### config.mk
export PLATFORM = sky130hd
export DESIGN_NAME = serial_subtractor
export DESIGN_NICKNAME = d
export VERILOG_FILES = /design/src/rtl/serial_subtractor.sv
export SDC_FILE = /design/constraint.sdc
export NUM_CORES = 1
export LEC_CHECK = 0
export CAP_MARGIN = 20
export CORE_MARGIN = 4
export CORE_UTILIZATION = 30
export DETAILED_ROUTE_END_ITERATION = 10
export HOLD_SLACK_MARGIN = 0.15
export PLACE_DENSITY = 0.46
export SLEW_MARGIN = 20
export SYNTH_ARGS = -nofsm -noshare
export SYNTH_HDL_FRONTEND = slang
export SYNTH_SLANG_ARGS = --single-unit
export TNS_END_PERCENT = 50
### constraint.sdc
create_clock -name clk -period 1.6 [get_ports clk]
set_input_delay 0.32 -clock clk [delete_from_list [all_inputs] [get_ports clk]]
set_output_delay 0.32 -clock clk [all_outputs]
set_load 0.1 [all_outputs]
### src/rtl/serial_subtractor.sv
// Bit-serial two's-complement subtractor: diff = a - b, one bit per clock, LSB first.
// Define SERIAL_SUB_OVF_EN to add the signed-overflow output ovf.
module serial_subtractor #(
  parameter int WIDTH = 8
) (
  input  logic             clk,
  input  logic             rst,
  input  logic             start,
  input  logic [WIDTH-1:0] a,
  input  logic [WIDTH-1:0] b,
  output logic             busy,
  output logic             done,
  output logic [WIDTH-1:0] diff,
  output logic             borrow_out
`ifdef SERIAL_SUB_OVF_EN
  ,
  output logic             ovf
`endif
);

  localparam int CW = $clog2(WIDTH);

  typedef enum logic [1:0] {IDLE, RUN, DONE} state_t;

  state_t           state_q, state_d;
  logic [WIDTH-1:0] a_sh_q, a_sh_d;
  logic [WIDTH-1:0] b_sh_q, b_sh_d;
  logic [WIDTH-1:0] d_sh_q, d_sh_d;
  logic [WIDTH-1:0] diff_q, diff_d;
  logic [CW-1:0]    count_q, count_d;
  logic             br_q, br_d;
  logic             borrow_out_q, borrow_out_d;
  logic             bit_d, br_next, last_bit;
`ifdef SERIAL_SUB_OVF_EN
  logic             a_msb_q, a_msb_d;
  logic             b_msb_q, b_msb_d;
  logic             ovf_q, ovf_d;
`endif

  // Full-subtractor cell working on the current LSB of the shifting operands.
  assign bit_d    = a_sh_q[0] ^ b_sh_q[0] ^ br_q;
  assign br_next  = (~a_sh_q[0] & b_sh_q[0]) | (~(a_sh_q[0] ^ b_sh_q[0]) & br_q);
  assign last_bit = (count_q == CW'(WIDTH - 1));

  always_ff @(posedge clk) begin
    if (rst) begin
      state_q      <= IDLE;
      a_sh_q       <= '0;
      b_sh_q       <= '0;
      d_sh_q       <= '0;
      diff_q       <= '0;
      count_q      <= '0;
      br_q         <= 1'b0;
      borrow_out_q <= 1'b0;
`ifdef SERIAL_SUB_OVF_EN
      a_msb_q      <= 1'b0;
      b_msb_q      <= 1'b0;
      ovf_q        <= 1'b0;
`endif
    end else begin
      state_q      <= state_d;
      a_sh_q       <= a_sh_d;
      b_sh_q       <= b_sh_d;
      d_sh_q       <= d_sh_d;
      diff_q       <= diff_d;
      count_q      <= count_d;
      br_q         <= br_d;
      borrow_out_q <= borrow_out_d;
`ifdef SERIAL_SUB_OVF_EN
      a_msb_q      <= a_msb_d;
      b_msb_q      <= b_msb_d;
      ovf_q        <= ovf_d;
`endif
    end
  end

  always_comb begin
    state_d = state_q;
    case (state_q)
      IDLE:    if (start) state_d = RUN;
      RUN:     if (last_bit) state_d = DONE;
      DONE:    state_d = IDLE;
      default: state_d = IDLE;
    endcase
  end

  // Result bits enter at the MSB of d_sh so after WIDTH shifts the first bit sits at bit 0.
  always_comb begin
    a_sh_d       = a_sh_q;
    b_sh_d       = b_sh_q;
    d_sh_d       = d_sh_q;
    diff_d       = diff_q;
    count_d      = count_q;
    br_d         = br_q;
    borrow_out_d = borrow_out_q;
`ifdef SERIAL_SUB_OVF_EN
    a_msb_d      = a_msb_q;
    b_msb_d      = b_msb_q;
    ovf_d        = ovf_q;
`endif
    case (state_q)
      IDLE: begin
        if (start) begin
          a_sh_d  = a;
          b_sh_d  = b;
          d_sh_d  = '0;
          br_d    = 1'b0;
          count_d = '0;
`ifdef SERIAL_SUB_OVF_EN
          a_msb_d = a[WIDTH-1];
          b_msb_d = b[WIDTH-1];
`endif
        end
      end
      RUN: begin
        a_sh_d = a_sh_q >> 1;
        b_sh_d = b_sh_q >> 1;
        d_sh_d = {bit_d, d_sh_q[WIDTH-1:1]};
        br_d   = br_next;
        if (last_bit) begin
          diff_d       = {bit_d, d_sh_q[WIDTH-1:1]};
          borrow_out_d = br_next;
`ifdef SERIAL_SUB_OVF_EN
          ovf_d        = (a_msb_q != b_msb_q) && (bit_d != a_msb_q);
`endif
        end else begin
          count_d = count_q + CW'(1);
        end
      end
      default: ;
    endcase
  end

  always_comb begin
    busy       = (state_q != IDLE);
    done       = (state_q == DONE);
    diff       = diff_q;
    borrow_out = borrow_out_q;
`ifdef SERIAL_SUB_OVF_EN
    ovf        = ovf_q;
`endif
  end

endmodule

==> metrics.yaml <==
status: "finished clean"
via_count: 1433
hold_class: "reg -> reg"
r2r-start: "count_q[0]$_SDFFE_PP0P_"
vias_per_cell: 4.777
routedWlPerCell_um: 13.03
core_region_area_um2: 5540
placed_area_um2: 2213
use_met2_pct: 18.08
grt_util_all_layers_pct: 11.72
synth_warnings: 0
r2r-end: "count_q[1]$_SDFFE_PP0P_"
ir_drop_mv: 0.4837
setup_tns_ps: 0
cp-end-kind: "output port"
grt.busiest_layer: "met2"
ys_ff_latch: 38
required_ps: 1280
ys_types: 35
use_met3_pct: 3.850
num_antenna_cells: 0
cts.sinks: 38
crit_type: "reg -> out"
hold_depth: 2
first_pass_iters: 4
cp_max_fo: 10
crit_chain: "buf_4 > inv_2 > nand2_1 > buf_12"
nets: 249
yosysMostFrequentCell: "dfxtp_1"
dieWidth_um: 83.81
root_buffer: "clkbuf_8"
grt_pass1_wl_um: 6803
crit_family: "buffers and inverters"
clock_path_buffers: 2
port_buffers: 29
grt_pass1_vias: 1425
dpl.hpwl_um: 2807
start_util_pct: 31.12
worstMarginPinSlew_ps: 368.3
finClkSkew_ps: 5.117
die_y_um: 83.81
slew_headroom_pct: 75.43
drc_errors: 0
max_freq_mhz: 656.8
setup_violations: 0
dieArea_um2: 7024
r2r_slack_ps: 220
ff2ff_path_depth: 5
drt_iter0_markers: 51
syn_area_per_cell_um2: 8.933
cts_buffers: 5
slowest_delay_ps: 380
rsz0062_at_grt: "false"
synth_top_area_share_pct: 44.12
synth_ff_type: "dfxtp_1"
synth_cells: 193
postCtsSetupBuffers: 0
drive_above_1_share_pct: 20.61
async_flop_share_pct: 0
cellPowerDensity_nw_per_um2: 873.6
antenna_found_initial: 0
stdcell_area_um2: 2310
totalPowerFinal_mw: 2.018
clk_latency_ps: 290
synth_edf_count: 0
p_leak_nw: 0.8607
hold_viol_final: 0
hold_slack_ps: 481.2
cap_violations: 0
netlist_area_um2: 1724
worst_path_max_delay_cell: "dfxtp_1"
htreeDepth: 2
synth-seq-area-share_pct: 44.12
ant_nets: 0
area_growth_pct: 33.96
grt_max_degree: 26
rows: 27
grt_use_met1_pct: 15.69
crit_buf_inv: 3
grt_overflow: 0
wirelength_um: 3909
cp.arrival_ps: 1200
period_needed_ps: 1522
globalplace.congestion: 0.7439
hold_start: "d_sh_q[1]$_SDFFE_PP0P_"
whs_endpoint: "diff[0]$_SDFFE_PP0P_"
cts_tree: "done"
ios: 30
yosys-top-cells-area: "dfxtp_1 44%, nor2_1 7.6%, a21oi_1 4.9%"
drv_slew: 0
synthTopCellsByCount: "38 x dfxtp_1, 35 x nor2_1, 17 x a21oi_1"
post-route-period-util_pct: 95.15
worstSetupStartpointType: "flop"
clkTransAtPathRegs_ps: 70
synth.largest_area_cell: "dfxtp_1"
syn-num-nets: 215
## metal layers
layer  routed length (um)  part of all wire (%)
met5                    0                     0
met4                   48                   1.2
met3                  163                   4.2
met2                 1725                    44
met1                 1971                    50
## worst max path at each step
stage | from | to | slack (ps) | cells after the start
5_1_grt | state_q[0]$_SDFFE_PP0P_ | busy | 7 | 4
3_3_place_gp | start | b_sh_q[2]$_SDFFE_PP0P_ | 20 | 5
6_report | state_q[0]$_SDFFE_PP0P_ | busy | 80 | 4
3_5_place_dp | start | b_sh_q[2]$_SDFFE_PP0P_ | -10 | 5
4_1_cts | state_q[1]$_SDFFE_PP0P_ | busy | 0.5 | 3
2_1_floorplan | state_q[1]$_SDFFE_PP0P_ | busy | -40 | 4
## power breakdown
part	switching, mW	total (mW)	internal, mW
sequential	0.0296	1.02	0.992
clock	0.350	0.696	0.347
combinational	0.153	0.300	0.147
total	0.532	2.02	1.49
## kinds of logic after synthesis
family / count (synthesis) / synth area share (%)
AND/OR/NAND/NOR: 69 / 19.16
AO/OA/AOI/OAI: 60 / 25.25
flip-flops: 38 / 44.12
buffers and inverters: 23 / 8.852
adder cells (fa/ha/maj): 3 / 2.612
## worst reg2reg max path: stages (launching register included)
cell      delay [ps]
dfxtp_1          320
ha_1             190
ha_1             270
nand2b_1         190
a21oi_2          190
o21ai_0          110
## flip-flops by register name (all words and copies together), names as in the netlist
signal	cells
a_sh_q	8
b_sh_q	8
diff	8
d_sh_q	7
count_q	3
state_q	2
borrow_out	1
br_q	1
## area by class of cell
type,count,area (um^2)
multi-input combinational,132,818.3
tap,72,90.09
fill,577,3231
sequential,38,762.0
clock inverter,2,12.51
timing repair buffer,43,518.0
inverter,7,26.28
clock buffer,6,82.58
## timing repair
action | in CTS | in global routing
hold endpoints to repair | 0 | 0
endpoints found under the setup margin | 0 | 2
hold buffers | 0 | 0
gates resized for setup | 0 | 1
## through the flow
stage	util, %	setup WS, ps	std cells
finish	41.69	77.52	300
global route	41.69	7.276	300
CTS	41.67	0.4566	300
detailed placement	39.95	-14.57	292
global placement	39.95	15.91	292
floorplan	-	-39.07	193
## layout by cell type, fill, tap and decap left out, types with 2 or more instances in the layout
master | Yosys | layout
o2bb2ai_1 | 6 | 6
nand3_1 | 10 | 10
a21oi_1 | 17 | 17
o221a_2 | 3 | 3
nand2b_1 | 4 | 4
buf_4 | 4 | 13
a211oi_1 | 8 | 8
inv_1 | 6 | 6
buf_12 | 0 | 12
clkdlybuf4s50_1 | 0 | 18
clkbuf_8 | 0 | 6
ha_1 | 2 | 2
dfxtp_1 | 38 | 37
nor2b_1 | 3 | 3
nand2_1 | 12 | 12
a22oi_1 | 7 | 7
o22ai_1 | 4 | 4
a2111oi_2 | 2 | 2
nor2_1 | 35 | 34
o21ai_0 | 5 | 5
Power figures use the tool's default switching activity.
